===== config.mk =====
export PLATFORM = sky130hd
export DESIGN_NAME = uart_rx_frontend_flat
export DESIGN_NICKNAME = d
export VERILOG_FILES = /design/src/rtl/uart_rx_frontend_if.sv /design/src/rtl/uart_rx_frontend.sv /design/src/flat_wrapper.sv
export SDC_FILE = /design/constraint.sdc
export NUM_CORES = 1
export LEC_CHECK = 0
export CORE_ASPECT_RATIO = 0.7
export CORE_UTILIZATION = 60
export DETAILED_ROUTE_END_ITERATION = 6
export GPL_TIMING_DRIVEN = 1
export PLACE_DENSITY = 0.81
export SYNTH_ARGS = -nofsm -noshare
export SYNTH_HDL_FRONTEND = slang
export SYNTH_SLANG_ARGS = --single-unit

===== constraint.sdc =====
create_clock -name clk -period 3.3 [get_ports clk]
set_input_delay 0.495 -clock clk [delete_from_list [all_inputs] [get_ports clk]]
set_output_delay 0.495 -clock clk [all_outputs]
set_load 0.03 [all_outputs]

===== src/rtl/uart_rx_frontend_if.sv =====
// Serial line plus received-byte status bundle between the UART receive
// stage and its neighbours.
interface uart_rx_frontend_if;
  logic       UART_RX;
  logic [7:0] rx_data;
  logic       rx_int;
  logic       rx_valid;
  logic       frame_err;

  modport master (
    output UART_RX,
    input  rx_data, rx_int, rx_valid, frame_err
  );

  modport slave (
    input  UART_RX,
    output rx_data, rx_int, rx_valid, frame_err
  );
endinterface


===== src/rtl/uart_rx_frontend.sv =====
// UART receive front end: 16x oversampling, start-bit validation, 8 data
// bits LSB-first, early stop-bit decision, byte held on rx_data.
module uart_rx_frontend #(
  parameter int unsigned CLK_FREQ = 50_000_000,
  parameter int unsigned BAUD     = 9600
) (
  input logic              clk,
  input logic              rst,
  uart_rx_frontend_if.slave bus
);
  localparam int unsigned DIV = CLK_FREQ / (BAUD * 16);
  localparam int unsigned CW  = (DIV > 1) ? $clog2(DIV) : 1;

  typedef enum logic [1:0] {IDLE, START, DATA, STOP} state_t;

  state_t          state_q, state_d;
  logic            rx_m_q, rx_s_q, rx_s_d_q;
  logic [CW-1:0]   cnt_q, cnt_d;
  logic [3:0]      s_q, s_d;
  logic [2:0]      idx_q, idx_d;
  logic            samp7_q, samp7_d, samp8_q, samp8_d;
  logic            bit_q, bit_d;
  logic [7:0]      shift_q, shift_d;
  logic [7:0]      data_q, data_d;
  logic            int_q, int_d;
  logic            valid_q, valid_d;
  logic            ferr_q, ferr_d;
  logic            tick;
  logic            maj;

  // Tick only runs outside IDLE so its phase starts at the detected edge.
  assign tick = (state_q != IDLE) && (cnt_q == CW'(DIV - 1));
  // Majority of the s=7,8 samples and the live s=9 sample.
  assign maj  = (samp7_q & samp8_q) | (samp7_q & rx_s_q) | (samp8_q & rx_s_q);

  // Two-flop synchronizer plus one delayed copy for falling-edge detect.
  always_ff @(posedge clk or posedge rst) begin
    if (rst) begin
      rx_m_q   <= 1'b1;
      rx_s_q   <= 1'b1;
      rx_s_d_q <= 1'b1;
    end else begin
      rx_m_q   <= bus.UART_RX;
      rx_s_q   <= rx_m_q;
      rx_s_d_q <= rx_s_q;
    end
  end

  // State, counters, shift register and registered outputs.
  always_ff @(posedge clk or posedge rst) begin
    if (rst) begin
      state_q <= IDLE;
      cnt_q   <= '0;
      s_q     <= '0;
      idx_q   <= '0;
      samp7_q <= 1'b0;
      samp8_q <= 1'b0;
      bit_q   <= 1'b0;
      shift_q <= '0;
      data_q  <= '0;
      int_q   <= 1'b0;
      valid_q <= 1'b0;
      ferr_q  <= 1'b0;
    end else begin
      state_q <= state_d;
      cnt_q   <= cnt_d;
      s_q     <= s_d;
      idx_q   <= idx_d;
      samp7_q <= samp7_d;
      samp8_q <= samp8_d;
      bit_q   <= bit_d;
      shift_q <= shift_d;
      data_q  <= data_d;
      int_q   <= int_d;
      valid_q <= valid_d;
      ferr_q  <= ferr_d;
    end
  end

  // Next-state and output logic; bit value latched at s=9, consumed at s=15.
  always_comb begin
    state_d = state_q;
    cnt_d   = cnt_q;
    s_d     = s_q;
    idx_d   = idx_q;
    samp7_d = samp7_q;
    samp8_d = samp8_q;
    bit_d   = bit_q;
    shift_d = shift_q;
    data_d  = data_q;
    int_d   = int_q;
    valid_d = 1'b0;
    ferr_d  = ferr_q;

    if (state_q == IDLE) begin
      cnt_d = '0;
      s_d   = '0;
      idx_d = '0;
    end else begin
      cnt_d = tick ? '0 : cnt_q + CW'(1);
      if (tick) begin
        s_d = s_q + 4'd1;
        if (s_q == 4'd7) samp7_d = rx_s_q;
        if (s_q == 4'd8) samp8_d = rx_s_q;
        if (s_q == 4'd9) bit_d   = maj;
      end
    end

    case (state_q)
      IDLE: begin
        if (rx_s_d_q && !rx_s_q) begin
          state_d = START;
          int_d   = 1'b1;
          ferr_d  = 1'b0;
        end
      end
      START: begin
        if (tick && s_q == 4'd15) begin
          if (bit_q) begin
            state_d = IDLE;
            int_d   = 1'b0;
          end else begin
            state_d = DATA;
          end
        end
      end
      DATA: begin
        if (tick && s_q == 4'd15) begin
          shift_d = {bit_q, shift_q[7:1]};
          idx_d   = idx_q + 3'd1;
          if (idx_q == 3'd7) state_d = STOP;
        end
      end
      STOP: begin
        if (tick && s_q == 4'd9) begin
          data_d  = shift_q;
          ferr_d  = ~maj;
          int_d   = 1'b0;
          valid_d = 1'b1;
          state_d = IDLE;
        end
      end
      default: state_d = IDLE;
    endcase
  end

  assign bus.rx_data   = data_q;
  assign bus.rx_int    = int_q;
  assign bus.rx_valid  = valid_q;
  assign bus.frame_err = ferr_q;
endmodule


===== src/flat_wrapper.sv =====
// flat-port wrapper written by rule: the top's interface ports become plain ports
module uart_rx_frontend_flat 
#(
  parameter int unsigned CLK_FREQ = 50_000_000,
  parameter int unsigned BAUD     = 9600
)
  (clk, rst, bus_UART_RX, bus_rx_data, bus_rx_int, bus_rx_valid, bus_frame_err);
  uart_rx_frontend_if bus_i ();
  input logic clk;
  input logic rst;
  input wire logic [$bits(bus_i.UART_RX)-1:0] bus_UART_RX;
  output wire logic [$bits(bus_i.rx_data)-1:0] bus_rx_data;
  output wire logic [$bits(bus_i.rx_int)-1:0] bus_rx_int;
  output wire logic [$bits(bus_i.rx_valid)-1:0] bus_rx_valid;
  output wire logic [$bits(bus_i.frame_err)-1:0] bus_frame_err;
  assign bus_i.UART_RX = bus_UART_RX;
  assign bus_rx_data = bus_i.rx_data;
  assign bus_rx_int = bus_i.rx_int;
  assign bus_rx_valid = bus_i.rx_valid;
  assign bus_frame_err = bus_i.frame_err;
  uart_rx_frontend #(.CLK_FREQ(CLK_FREQ), .BAUD(BAUD)) u_core (.clk(clk), .rst(rst), .bus(bus_i));
endmodule

==> summary.md <==
| Metric | Value |
|---|---|
| Status | `finished, final reports clean` |
| WL/cell | `15.1 um` |
| Share of cells above drive strength 1 | `19.8%` |
| Hold path endpoint | `u_core.rx_s_q$_DFF_PP1_` |
| Final max-slew violation count | `0` |
| GRT busiest layer | `met2` |
| Total grt overflow | `0` |
| Resized cells post-CTS | `0` |
| Min cycle time layout | `2.24 ns` |
| Ant diodes | `0` |
| Max-Cap Viols | `0` |
| Setup Skew | `0.0104 ns` |
| Count of final hold-check violations | `0` |
| GR Util met2 | `31.0%` |
| Rows | `17` |
| I/O Buffers | `13` |
| Slew @ Worst Pin | `0.530 ns` |
| Syn Nets | `~190` |
| Req. time, crit path | `3.49 ns` |
| # hold bufs at CTS | `0` |
| WL final | `3540 um` |
| Post-synth EDFFs | `0` |
| Delay-heaviest family, CP | `simple AND/OR/NAND/NOR gates` |
| Syn Inst Count | `171` |
| PD cells | `525 nW/um^2` |
| Core area | `3300 um^2` |
| Clk buf depth | `2` |
| Nets | `201` |
| Commonest non-fill, non-tap cell in the layout | `dfrtp_1` |
| First-pass GRT wire length | `6020 um` |
| M1 GR Usage | `roughly 30%` |
| Min Hold Slack | `between 0.3 and 0.4 ns` |
| H-tree Lvls | `2` |
| Seq/Total Area, Yosys | `49.9%` |
| Post-route ant nets | `0` |
| P_leak | `1.18 nW` |
| Met3 GRT Util | `a little under a tenth` |
| Area leader, netlist | `dfrtp_1` |
| GP Congestion | `about 0.84` |
| Final period util | `approximately two thirds` |
| Post-detail-place hpwl | `2590 um` |
| Reg clk slew, reported paths | `0.08 ns` |
| Ys Warns | `0` |
| Worst Reg-to-Reg Cells | `6` |
| R2R Setup Slk | `1.06 ns` |
| CP Capture Type | `register` |
| P&R area growth vs syn | `10.1%` |
| Crit path max fanout | `11` |
| Cell variety after synth | `36` |
| Reg2Reg Launch Point | `u_core.state_q[0]$_DFFE_PP0P_` |
| # fillers | `approximately 230` |
| Top cells by area, synth | `dfrtp_1 (46%), mux2_4 (12%), ha_1 (6.9%), dfstp_2 (3.6%), buf_6 (2.6%)` |
| Die W | `approximately 74 um` |
| Rel. slew slack | `~65%` |
| Fmax | `446 MHz` |
| Worst-Skew Late Latency | `0.30 ns` |
| Initial antenna violation count | `0` |
| DIE AREA | `3850 um^2` |
| Hold Path Stages | `0` |
| Die H | `52.2 um` |
| RSZ-0062 raised after global routing | `no` |
| CP cell instances | `inv_1, ha_1, nor3b_4, nand4_4, or2_1, mux2_4` |
| Synth top area share | `a little under half` |
| Final setup violating endpoints | `0` |
| DRT iter0 DRCs | `31` |
| Post-Syn Area | `2160 um^2` |
| Dpl cell area | `2290 um^2` |
| DR vias | `1289` |
| Power Total | `1.25 mW` |
| Setup Fix Bufs, Post-CTS | `0` |
| Most common flop cell mapped by yosys | `dfrtp_1` |
| Worst EP arrival | `2.43 ns` |
| GRT Util Overall | `between 20 and 25%` |
| Critical path class | `reg -> reg` |
| Initial Util | `65.6%` |
| Most frequent cells in the layout | `dfrtp_1 (40), mux2_4 (17), nor2_1 (15)` |
| Vias in the first global route | `roughly 1300` |
| CTS tree | `built` |
| Setup TNS | `0 ns` |
| Largest net degree at the start of global routing | `44` |
| Final Instance Area | `2380 um^2` |
| Slowest cell on crit path | `or2_1` |
| Post-synthesis area per instance | `~13 um^2` |
| Hold_sp | `u_core.rx_m_q$_DFF_PP1_` |
| Root buffer cell | `clkbuf_8` |
| CP max stage delay | `approximately 0.44 ns` |
| Min-delay worst type | `reg -> reg` |
| Drt first pass iters | `4` |
| Worst IR drop on VDD | `0.324 mV` |
| Worst setup SP type | `register` |
| Clock Sinks | `43` |
| IO Pins | `14` |
| Drt drc | `0` |
| Fin util | `72.2%` |
| Vias per cell | `5.51` |
| Async S/R FF share, synth | `100%` |
| Cts bufs inserted | `5` |
| FF+latch count, synth | `43` |
| WP buf/inv | `1` |
| Reg-to-Reg End | `u_core.bus.rx_data[1]$_DFFE_PP0P_` |
## how the worst max path moves through the flow
stage | startpoint | endpoint | slack (ns) | depth (start not counted)
6_report | u_core.state_q[0]$_DFFE_PP0P_ | u_core.bus.rx_data[1]$_DFFE_PP0P_ | 1.06 | 6
5_1_grt | u_core.state_q[0]$_DFFE_PP0P_ | u_core.bus.rx_data[0]$_DFFE_PP0P_ | 0.94 | 6
4_1_cts | u_core.state_q[0]$_DFFE_PP0P_ | u_core.bus.rx_data[1]$_DFFE_PP0P_ | 1.06 | 6
3_5_place_dp | u_core.state_q[0]$_DFFE_PP0P_ | u_core.bus.rx_data[1]$_DFFE_PP0P_ | 1.07 | 6
3_3_place_gp | u_core.state_q[0]$_DFFE_PP0P_ | u_core.bus.rx_data[3]$_DFFE_PP0P_ | 1.17 | 6
2_1_floorplan | u_core.state_q[0]$_DFFE_PP0P_ | register | 1.39 | 7
## worst register-to-register path, delay by kind of cell, from the launching register on
| family | cells | cell delay [ns] |
|---|---|---|
| multiplexers | 1 | 0.37 |
| flip-flops | 1 | 0.40 |
| AND/OR/NAND/NOR | 3 | 0.89 |
| adder cells (fa/ha/maj) | 1 | 0.36 |
| buffers and inverters | 1 | 0.11 |
## flip-flops by register name, summed over array words and instances, names as in the netlist, named ones only
register / cells
u_core.cnt_q: 9
u_core.bus.rx_data: 8
u_core.shift_q: 8
u_core.s_q: 4
u_core.idx_q: 3
u_core.bit_q: 1
u_core.bus.frame_err: 1
u_core.bus.rx_int: 1
u_core.bus.rx_valid: 1
u_core.rx_m_q: 1
u_core.rx_s_d_q: 1
u_core.rx_s_q: 1
u_core.samp7_q: 1
u_core.samp8_q: 1
u_core.state_q: 1
## routing by layer
metal | part of all wire, % | wire length, um
met5 | 0 | 0
met4 | 1.6 | 58
met3 | 4.1 | 145
met2 | 44 | 1550
met1 | 51 | 1790
## synthesized netlist by cell type (3+ instances only)
| cell type | count |
|---|---|
| mux2_2 | 4 |
| a41oi_1 | 3 |
| inv_1 | 12 |
| dfrtp_1 | 40 |
| mux2i_1 | 3 |
| xor2_1 | 4 |
| nand3_1 | 6 |
| nand2_1 | 9 |
| ha_1 | 12 |
| buf_6 | 5 |
| nor2b_1 | 3 |
| o21ai_0 | 4 |
| xnor2_1 | 6 |
| mux2_4 | 17 |
| nor2_1 | 15 |
| dfstp_2 | 3 |
## per-stage QoR
stage | cells | setup slack (ns)
after floorplan | 171 | 1.39
after global placement | 226 | 1.17
after detailed placement | 226 | 1.07
after CTS | 234 | 1.06
after global routing | 234 | 0.941
final | 234 | 1.06
## report_power, final
group / internal (mW) / leakage (nW) / total [mW] / switching (mW)
clock network: 0.148 / 0.0412 / 0.320 / 0.172
logic: 0.121 / 0.562 / 0.321 / 0.200
registers: 0.570 / 0.580 / 0.608 / 0.0379
total: 0.839 / 1.18 / 1.25 / 0.411
## cells by family after synthesis
| kind of cell | Yosys count | synth area share [%] |
|---|---|---|
| mux | 24 | 15.3 |
| flops | 43 | 49.9 |
| simple gates | 49 | 13.7 |
| fa+ha+maj | 13 | 7.41 |
| buf+inv | 18 | 5.03 |
| xor+xnor | 10 | 4.05 |
| compound gates | 14 | 4.63 |
## cell type report
type	instances	area [um^2]	area share [%]
Tap cell	47	58.8	2.47
Clock buffer	6	72.6	3.05
Inverter	12	45.0	1.89
Timing Repair Buffer	14	138	5.78
Sequential cell	43	1080	45.4
Clock inverter	2	12.5	0.526
Multi-Input combinational cell	110	973	40.9
No activity file was read; power rests on OpenSTA's default activity.
